File: src/rtl/cond_branch_unit.sv
// Conditional branch unit: captures a Bcond/Jcond request, waits out pending flag writes,
// evaluates the condition against {C,L,F,Z,N} and returns taken + next PC.
// Optional build macro BRANCH_STATS_EN adds saturating taken/not-taken counters.
module cond_branch_unit #(
    parameter int ADDR_W = 16,
    parameter int DISP_W = 8,
    parameter int PC_INC = 1
) (
    input  logic              clk,
    input  logic              reset,
    input  logic              br_valid,
    output logic              br_ready,
    input  logic [3:0]        br_cond,
    input  logic              br_kind,
    input  logic [DISP_W-1:0] br_disp,
    input  logic [ADDR_W-1:0] br_reg,
    input  logic [ADDR_W-1:0] pc_in,
    input  logic [4:0]        flags_clfzn,
    input  logic              flag_write_pend,
    output logic              res_valid,
    input  logic              res_ready,
    output logic              res_taken,
    output logic [ADDR_W-1:0] res_target
`ifdef BRANCH_STATS_EN
    ,
    output logic [15:0]       taken_cnt,
    output logic [15:0]       nottaken_cnt
`endif
);

    typedef enum logic [1:0] {
        IDLE       = 2'd0,
        WAIT_FLAGS = 2'd1,
        EVAL       = 2'd2,
        RESP       = 2'd3
    } state_t;

    state_t state, nextState;

    logic [3:0]        capCond;
    logic              capKind;
    logic [DISP_W-1:0] capDisp;
    logic [ADDR_W-1:0] capReg;
    logic [ADDR_W-1:0] capPc;

    logic              accept;
    logic              condTrue;
    logic [ADDR_W-1:0] nextTarget;

    assign accept = br_valid && br_ready;

    // Flag bit positions: C=4, L=3, F=2, Z=1, N=0.
    function automatic logic evalCond(input logic [3:0] cond, input logic [4:0] f);
        logic c, l, fl, z, n, r;
        {c, l, fl, z, n} = f;
        r = 1'b0;
        case (cond)
            4'h0: r = z;
            4'h1: r = !z;
            4'h2: r = c;
            4'h3: r = !c;
            4'h4: r = l;
            4'h5: r = !l;
            4'h6: r = n;
            4'h7: r = !n;
            4'h8: r = fl;
            4'h9: r = !fl;
            4'hA: r = !l && !z;
            4'hB: r = l || z;
            4'hC: r = !n && !z;
            4'hD: r = n || z;
            4'hE: r = 1'b1;
            4'hF: r = 1'b0;
            default: r = 1'b0;
        endcase
        return r;
    endfunction

    // NOTE: sequential state uses non-blocking assignments so every register samples pre-edge values.
    always_ff @(posedge clk or posedge reset) begin
        if (reset) state <= IDLE;
        else       state <= nextState;
    end

    // NOTE: every combinational output gets a default first, so no path can infer a latch.
    always_comb begin
        nextState = state;
        case (state)
            IDLE:       if (accept) nextState = flag_write_pend ? WAIT_FLAGS : EVAL;
            WAIT_FLAGS: if (!flag_write_pend) nextState = EVAL;
            EVAL:       nextState = RESP;
            RESP:       if (res_ready) nextState = IDLE;
            default:    nextState = IDLE;
        endcase
    end

    always_comb begin
        br_ready  = 1'b0;
        res_valid = 1'b0;
        case (state)
            IDLE:    br_ready  = 1'b1;
            RESP:    res_valid = 1'b1;
            default: ;
        endcase
    end

    always_ff @(posedge clk or posedge reset) begin
        if (reset) begin
            capCond <= '0;
            capKind <= 1'b0;
            capDisp <= '0;
            capReg  <= '0;
            capPc   <= '0;
        end else if (accept) begin
            capCond <= br_cond;
            capKind <= br_kind;
            capDisp <= br_disp;
            capReg  <= br_reg;
            capPc   <= pc_in;
        end
    end

    // Flags are sampled only in EVAL, after any pending write has landed.
    assign condTrue = evalCond(capCond, flags_clfzn);

    always_comb begin
        nextTarget = capPc + ADDR_W'(PC_INC);
        if (condTrue) begin
            if (capKind) nextTarget = capReg;
            else         nextTarget = capPc + {{(ADDR_W-DISP_W){capDisp[DISP_W-1]}}, capDisp};
        end
    end

    always_ff @(posedge clk or posedge reset) begin
        if (reset) begin
            res_taken  <= 1'b0;
            res_target <= '0;
        end else if (state == EVAL) begin
            res_taken  <= condTrue;
            res_target <= nextTarget;
        end
    end

`ifdef BRANCH_STATS_EN
    always_ff @(posedge clk or posedge reset) begin
        if (reset) begin
            taken_cnt    <= '0;
            nottaken_cnt <= '0;
        end else if (res_valid && res_ready) begin
            if (res_taken && taken_cnt != 16'hFFFF)         taken_cnt    <= taken_cnt + 16'd1;
            if (!res_taken && nottaken_cnt != 16'hFFFF)     nottaken_cnt <= nottaken_cnt + 16'd1;
        end
    end
`endif

endmodule
File: config.mk
export PLATFORM = sky130hd
export DESIGN_NAME = cond_branch_unit
export DESIGN_NICKNAME = d
export VERILOG_FILES = /design/src/rtl/cond_branch_unit.sv
export SDC_FILE = /design/constraint.sdc
export NUM_CORES = 1
export LEC_CHECK = 0
export CORE_ASPECT_RATIO = 0.5
export CORE_MARGIN = 2
export CORE_UTILIZATION = 50
export DETAILED_ROUTE_END_ITERATION = 8
export GPL_TIMING_DRIVEN = 0
export PLACE_DENSITY = 0.85
export SETUP_SLACK_MARGIN = 0.4
export SLEW_MARGIN = 20
export SYNTH_ARGS = -nofsm -noshare
export SYNTH_HDL_FRONTEND = slang
export SYNTH_SLANG_ARGS = --single-unit
File: constraint.sdc
create_clock -name clk -period 4.3 [get_ports clk]
set_input_delay 1.075 -clock clk [delete_from_list [all_inputs] [get_ports clk]]
set_output_delay 1.075 -clock clk [all_outputs]
set_load 0.1 [all_outputs]
After elaboration in Yosys (flattened, before gate mapping)

Cells that the tools add are included.

Word-level logic and storage cells: 54
Bits of input ports: 55
Register bits: 64

Multiplexer cells: 10
Equality and inequality tests: 21
$add $sub $neg: 2
Reductions and logical operators: 13

Operator list:

| cell                                                                  | number |
|---|---|
| 4-bit equality test, second input constant                            | 8 |
| 16-bit two-way mux                                                    | 2 |
| 16-bit by 1-bit adder with 16-bit output, second input constant       | 1 |
| 16-bit adder                                                          | 1 |
| 4-bit by 3-bit equality test with 1-bit output, second input constant | 4 |
| 1-bit one-hot mux with 16 select lines                                | 1 |
| 4-bit by 2-bit equality test with 1-bit output, second input constant | 2 |
| 2-bit two-way mux                                                     | 4 |
| 2-bit one-hot mux with 4 select lines                                 | 1 |
| 2-bit != test, second input constant                                  | 3 |
| 1-bit logical NOT                                                     | 5 |
| 2-bit equality test, second input constant                            | 2 |
| 4-bit by 1-bit equality test with 1-bit output, second input constant | 1 |
| 4-bit logical NOT                                                     | 1 |
| 1-bit logical AND                                                     | 3 |
| 3-bit AND reduction                                                   | 1 |
| 2-bit by 1-bit equality test with 1-bit output, second input constant | 1 |
| 2-bit logical NOT                                                     | 1 |
| 1-bit logical OR                                                      | 2 |
| 1-bit two-way mux                                                     | 2 |

Depth between registers and ports, before layout

Gate-level depths: netlist (run 1).

Depth after elaboration: 5
Mapped depth: 8

Worst setup path after synthesis (run 1)

Ideal clock, no wire load.

Path kind: input-to-reg
Start: input port flags_clfzn[0]
End: register res_target[6]
Library setup time: 88 ps
Arrival: 2,559 ps
Buffers on the path: 1
Required time: 4,212 ps
Slack: 1,653 ps
Stages on the path: 6
Cells stage by stage: mux4_2 -> mux2_4 -> xor2_2 -> buf_4 -> o22ai_1 -> a41oi_1

Word-level cells in the longest chain between the ends: 4

Ends and longest elaborated chain:

| item                                     | line   | RTL |
|---|---|---|
| start, declared                          | 18     | `input logic [4:0] flags_clfzn,` |
| 1-bit logical NOT                        | 65, 70 |  |
| 1-bit logical AND                        | 70     | `4'hC: r = !n && !z;` |
| 1-bit one-hot mux with 16 select lines * | 57     | `case (cond)` |
| 16-bit two-way mux *                     | 128    | `if (condTrue) begin` |
| end signal, assigned                     | 140    | `res_target <= nextTarget;` |
| end, declared                            | 23     | `output logic [ADDR_W-1:0] res_target` |

Mark *: on every way between the ends. The rest lies on a longest branch, timed or not.
A chain may end at the register's enable or synchronous reset.

Worst setup path in the final report (run 1)

Start: register state[0]
End: output port br_ready

Word-level cells in the longest chain between the ends: 2

Ends and longest elaborated chain:

| item                   | line | RTL |
|---|---|---|
| start, declared        | 38   | `state_t state, nextState;` |
| start signal, assigned | 82   | `else state <= nextState;` |
| 2-bit logical NOT      | 100  | `case (state)` |
| 1-bit two-way mux      | 100  |  |
| end, declared          | 12   | `output logic br_ready,` |

Every way passes these cells.

==> results of run 1 <==
flip-flops by register name, indices dropped and copies added (netlist names):
signal,cells
capKind,1
capReg,16
capCond,4
capDisp,8
res_taken,1
capPc,16
state,2
res_target,16
per-stage QoR:
| step | std cells | hold WS [ns] | setup slack, ns |
|---|---|---|---|
| after detailed placement | 540 | 0.473 | 0.895 |
| after global routing | 556 | 0.511 | 0.903 |
| final | 556 | 0.487 | 0.964 |
| after global placement | 539 | 0.469 | 0.569 |
| after CTS | 556 | 0.486 | 0.956 |
| after floorplan | 370 | 0.470 | 1.63 |
routing by layer:
metal / part of all wire (%) / global-route usage (%) / vias up
met4: 1.2 / 8.38 / 0
met3: 8.8 / 7.69 / 13
met5: 0 / 0 / -
met1: 44 / 35.9 / 1612
met2: 46 / 41.0 / 135
li1: - / - / 1541
kinds of logic (layout without fill, tap and decap cells):
family / after synthesis / in the layout
buffers and inverters: 24 / 114
multiplexers: 56 / 56
AND/OR/NAND/NOR: 103 / 103
AO/OA/AOI/OAI: 80 / 80
XOR/XNOR: 22 / 22
flip-flops: 64 / 64
adder cells (fa/ha/maj): 21 / 21
area by class of cell:
class	count	area, µm²
Inverter	9	36.3
Tap cell	96	120
Buffer	15	60.1
Sequential cell	64	1600
Timing Repair Buffer	74	751
Clock inverter	5	105
Fill cell	557	2330
Multi-Input combinational cell	282	2160
Clock buffer	11	233
worst min path at each step:
stage                   start        end  slack [ns]  depth (start not counted)
global placement    res_taken  res_taken        0.47                          1
floorplan           capReg[0]  capReg[0]        0.47                          1
CTS                 res_taken  res_taken        0.49                          1
global route        res_taken  res_taken        0.51                          1
finish              res_taken  res_taken        0.49                          1
detailed placement  res_taken  res_taken        0.47                          1
layout by cell type, fill, tap and decap left out, types with 8 or more instances in the layout:
master	instances
sky130_fd_sc_hd__a21o_1	8
sky130_fd_sc_hd__a21oi_1	20
sky130_fd_sc_hd__a31oi_1	8
sky130_fd_sc_hd__clkbuf_1	16
sky130_fd_sc_hd__clkbuf_16	9
sky130_fd_sc_hd__clkdlybuf4s50_1	73
sky130_fd_sc_hd__dfrtp_1	64
sky130_fd_sc_hd__ha_1	20
sky130_fd_sc_hd__mux2_2	45
sky130_fd_sc_hd__mux2i_1	9
sky130_fd_sc_hd__nand2_1	40
sky130_fd_sc_hd__nand3_1	8
sky130_fd_sc_hd__nand4_1	9
sky130_fd_sc_hd__nor2_1	18
sky130_fd_sc_hd__o21ai_0	11
sky130_fd_sc_hd__o22ai_1	8
sky130_fd_sc_hd__xnor2_1	9
sky130_fd_sc_hd__xor2_1	11
==> results.py, run 1 <==
metrics = {
    "clock_network": {
        "cts_hold_buffers_added": 0,
        "cts_setup_buffers": 0,
        "numCtsBuffers": 9,
        "clock_sinks": 64,
        "h-tree-depth": 3,
        "worst_setup_hold_path_clk_slew_ns": 0.05,
        "clk_latency_ns": 0.33,
        "cts.root.buffer_cell": "sky130_fd_sc_hd__clkbuf_16",
        "clockBufferDepth": 2,
        "cts_resized": 0,
        "cts_tree": "built",
    },
    "timing": {
        "timing.final.setup_violations": 0,
        "timing.fmax_mhz": 300,
        "worstMarginPinSlew_ns": 1.01,
        "timing.setup.tns_ns": 0,
        "hold_violations": 0,
        "slew_margin_rel_pct": 32.8,
        "setup_repair_after_global_routing_missed_its_margin": "false",
        "drv_slew": 0,
        "layout_min_cycle_time_ns": 3.34,
        "fin_skew_ns": 0.00800,
        "final_period_utilization_pct": 77.6,
    },
    "hold_path": {
        "hold_path_class": "flip-flop to flip-flop",
    },
    "floorplan": {
        "die_width_um": 128,
        "die_area_mm2": 0.00848,
        "top_level_ports": 74,
        "core_region_area_mm2": 0.00740,
        "die_height_um": 66.1,
        "rows": 22,
        "initial_core_util_pct": 52.1,
    },
    "yosys": {
        "combinational_family_with_the_most_area_after_synthesis": "multiplexers",
        "syn-mean-instance-area_um2": 10.4,
        "synth-async-reset-ratio_pct": 100,
        "synthDistinctLibCells": 48,
        "yosys.cell_count.top_type": "sky130_fd_sc_hd__dfrtp_1",
        "dominantRegCellSynth": "sky130_fd_sc_hd__dfrtp_1",
        "postSynthRegisterBits": 64,
        "post_synth_instance_area_mm2": 0.00386,
        "synth.mux.area_fraction_pct": 16.4,
        "synth_fp_nets": 446,
        "post_synth_and_or_nand_nor_area_fraction_pct": 13.1,
        "synth-compound-area-share_pct": 13.8,
        "synthXorXnorAreaFrac_pct": 5.67,
        "post_synth_main_area_contributors": "sky130_fd_sc_hd__dfrtp_1, sky130_fd_sc_hd__mux2_2, sky130_fd_sc_hd__ha_1, sky130_fd_sc_hd__nand2_1, sky130_fd_sc_hd__a21oi_1",
        "proportion_of_synthesized_chip_area_in_sequential_cells_pct": 41.5,
        "synth_top_cell_area_share_pct": 41.5,
        "ys_warn_count": 0,
        "netlist_instances": 370,
        "synth.largest_area_cell": "sky130_fd_sc_hd__dfrtp_1",
        "number_of_synthesized_flops_with_an_enable_pin": 0,
        "synth_adder_area_share_pct": 7.00,
        "ys_top_cells_by_count": "sky130_fd_sc_hd__dfrtp_1, sky130_fd_sc_hd__mux2_2, sky130_fd_sc_hd__nand2_1",
    },
    "worst_setup_path": {
        "rr_worst_depth": 8,
        "worst_setup_path_end_kind": "output pin",
        "worst_ep_required_time_ns": 3.22,
        "reg2reg_setup_slack_ns": 1.84,
        "crit_chain": "inv_1, ha_1, clkdlybuf4s50_1",
        "r2r-end": "res_target[13]",
        "cpMaxStageDelayCell": "sky130_fd_sc_hd__clkdlybuf4s50_1",
        "max_incr_delay_on_cp_ns": 1.16,
        "worst-path-max-fanout": 4,
        "crit_path_start": "state[0]",
        "buf_inv_stages_crit_path": 2,
        "worstSetupPathDepth": 3,
        "timing_endpoint_of_the_critical_path": "br_ready",
        "cp_data_arrival_time_ns": 2.26,
        "worstSetupStartpointType": "flip-flop",
        "timing.critical_path.max_delay_family": "buffers and inverters",
        "r2r-start": "capDisp[7]",
        "worstSetupPathType": "flip-flop to output pin",
    },
    "route": {
        "detailroute.via_count": 3301,
        "total_routed_wirelength_um": 10200,
        "postRouteAntennaNets": 0,
        "dr.pass1.iters": 5,
        "drt_iter0_drcs": 282,
        "drc": 0,
        "routed_wire_length_per_instance_um": 18.4,
        "via_per_inst": 5.94,
    },
    "placed_design": {
        "place_hpwl_um": 7680,
        "numPortBuffers": 73,
        "place_congestion": 0.947,
        "postPlaceCellArea_mm2": 0.00473,
    },
    "finish": {
        "final_non_filler_cell_area_mm2": 0.00507,
        "finalNetCount": 531,
        "final_util_pct": 68.5,
        "ant_cells": 0,
        "ratio_of_cells_with_drive_above_1_in_the_final_layout_pct": 15.0,
        "areaGrowthSynthToFinish_pct": 31.4,
    },
    "outcome": {
        "run_status": "completed",
    },
    "global_route": {
        "antenna_found_initial": 0,
        "globalRouteTotalUtil_pct": 26.4,
        "globalRoute.totalOverflow": 0,
        "grt_start_max_net_pins": 40,
        "first_pass_grt_wire_length_um": 16600,
        "first_global_vias": 3229,
    },
    "run": {
        "max_cap_violations": 0,
    },
}
Power of run 1 is left out: the tool's default activity adds up to more than one toggle a clock period on the data nets, which glitch-free logic cannot reach.
==> inputs of run 2 (changes only) <==
CORE_UTILIZATION = 47   (was 50)
PLACE_DENSITY = 0.84   (was 0.85)
clock period = 3.05 ns   (was 4.3 ns; I/O delays follow)
==> run 2 against run 1 <==
Effect of this change:
- worst setup slack lost 0.52 ns
- non-clock buffer count grew 2
- die area grew 6.1%
- utilization shrank 5.0 points
- largest cell class unchanged
==> results.py, run 2 (synthesis gave the netlist of run 1 again) <==
metrics = {
    "finish": {
        "largest_registers": "capPc: 16 flops, capReg: 16 flops, res_target: 16 flops",
        "areaGrowthSynthToFinish_pct": 31.2,
        "mostFrequentLayoutCells": "sky130_fd_sc_hd__clkdlybuf4s50_1, sky130_fd_sc_hd__dfrtp_1, sky130_fd_sc_hd__mux2_2",
        "layout.cells.most_common": "sky130_fd_sc_hd__clkdlybuf4s50_1",
        "final.fill_count": 644,
        "final_non_filler_cell_area_mm2": 0.00506,
        "ratio_of_cells_with_drive_above_1_in_the_final_layout_pct": 15.6,
        "ant_cells": 0,
        "finalNetCount": 533,
    },
    "floorplan": {
        "core_region_area_mm2": 0.00797,
        "initial_core_util_pct": 48.4,
        "rows": 23,
        "top_level_ports": 74,
        "die_width_um": 132,
        "die_area_mm2": 0.00899,
        "die_height_um": 68.1,
    },
    "run": {
        "max_cap_violations": 0,
    },
    "timing": {
        "layout_min_cycle_time_ns": 2.60,
        "setup_repair_after_global_routing_missed_its_margin": "false",
        "drv_slew": 0,
        "fin_skew_ns": 0.00589,
        "slew_margin_rel_pct": 33.6,
        "timing.fmax_mhz": 384,
        "hold_violations": 0,
        "final_period_utilization_pct": 85.3,
        "worstMarginPinSlew_ns": 0.992,
        "timing.final.setup_violations": 0,
    },
    "global_route": {
        "first_global_vias": 3153,
        "globalRoute.totalOverflow": 0,
        "grt_start_max_net_pins": 37,
        "antenna_found_initial": 0,
        "globalRouteTotalUtil_pct": 24.0,
        "first_pass_grt_wire_length_um": 16200,
    },
    "route": {
        "drc": 0,
        "detailroute.wirelength.met2_um": 4640,
        "route.top_layer_used": "met4",
        "wl_met3_um": 889,
        "routed_wire_length_per_instance_um": 17.9,
        "drt_iter0_drcs": 201,
        "via_per_inst": 5.71,
        "dr.pass1.iters": 4,
        "detailroute.via_count": 3275,
        "total_routed_wirelength_um": 10300,
        "met1_length_um": 4570,
        "postRouteAntennaNets": 0,
    },
    "clock_network": {
        "worst_setup_hold_path_clk_slew_ns": 0.06,
        "clock_sinks": 64,
        "h-tree-depth": 3,
        "cts.root.buffer_cell": "sky130_fd_sc_hd__clkbuf_16",
        "clockBufferDepth": 2,
        "clk_latency_ns": 0.33,
        "numCtsBuffers": 9,
        "cts_tree": "built",
    },
    "hold_path": {
        "whs_endpoint": "res_taken",
        "min_from": "res_taken",
        "hold_path_class": "flip-flop to flip-flop",
        "holdPathStages": 1,
    },
    "worst_setup_path": {
        "timing.critical_path.max_delay_family": "buffers and inverters",
        "cp_data_arrival_time_ns": 1.84,
        "reg2reg_setup_slack_ns": 0.64,
        "cpMaxStageDelayCell": "sky130_fd_sc_hd__clkdlybuf4s50_1",
        "r2r-end": "res_target[13]",
        "worst_ep_required_time_ns": 2.29,
        "worstSetupStartpointType": "flip-flop",
        "r2r-start": "capDisp[7]",
        "worst_setup_path_end_kind": "output pin",
        "worst-path-max-fanout": 2,
        "buf_inv_stages_crit_path": 1,
        "worstSetupPathType": "flip-flop to output pin",
        "max_incr_delay_on_cp_ns": 1.14,
        "rr_worst_depth": 8,
        "crit_chain": "clkdlybuf4s50_1",
        "worstSetupPathDepth": 1,
    },
    "placed_design": {
        "postPlaceCellArea_mm2": 0.00475,
        "place_congestion": 0.902,
        "place_hpwl_um": 7710,
        "numPortBuffers": 73,
    },
    "outcome": {
        "run_status": "completed",
    },
}
run 2: worst max path at each step:
stage	from	to	slack (ns)
floorplan	state[0]	capCond[0]	0.61
global placement	reset	capDisp[7]	-0.42
detailed placement	flags_clfzn[1]	res_target[6]	-0.02
CTS	state[0]	br_ready	0.33
global route	flags_clfzn[1]	res_target[4]	0.40
finish	res_target[10]	res_target[10]	0.45
run 2: metal layers:
metal / vias up / global-route usage [%]
met5: - / 0
met4: 0 / 9.51
met3: 19 / 6.67
met2: 115 / 38.2
met1: 1592 / 31.8
li1: 1549 / -
run 2: metrics by stage:
step / TNS, ns / instances / hold slack [ns] / utilization, % / setup WS, ns
3_3_place_gp: -26.27 / 555 / 0.469 / 59.3 / -0.416
6_report: 0 / 574 / 0.486 / 63.5 / 0.448
4_1_cts: 0 / 572 / 0.491 / 63.3 / 0.329
2_1_floorplan: 0 / 370 / 0.470 / - / 0.607
3_5_place_dp: -0.0413 / 556 / 0.485 / 59.6 / -0.0187
5_1_grt: 0 / 574 / 0.506 / 63.5 / 0.399
run 2: final cells by class:
class | count | area (µm²) | share of cell area, %
multi-input combinational | 282 | 2170 | 43.0
tap | 112 | 140 | 2.77
sequential | 64 | 1600 | 31.6
buffer | 15 | 63.8 | 1.26
timing repair buffer | 76 | 759 | 15.0
clock inverter | 2 | 12.5 | 0.247
inverter | 9 | 36.3 | 0.717
clock buffer | 14 | 274 | 5.41
run 2: repair_timing:
| item | CTS | global route |
|---|---|---|
| pin swaps | 0 | 1 |
| hold buffers | 0 | 0 |
| setup endpoints to repair | 14 | 13 |
| gates resized for setup | 3 | 3 |
| setup buffers | 0 | 2 |
| cloned | 0 | 0 |
Power of run 2 is left out for the same reason.
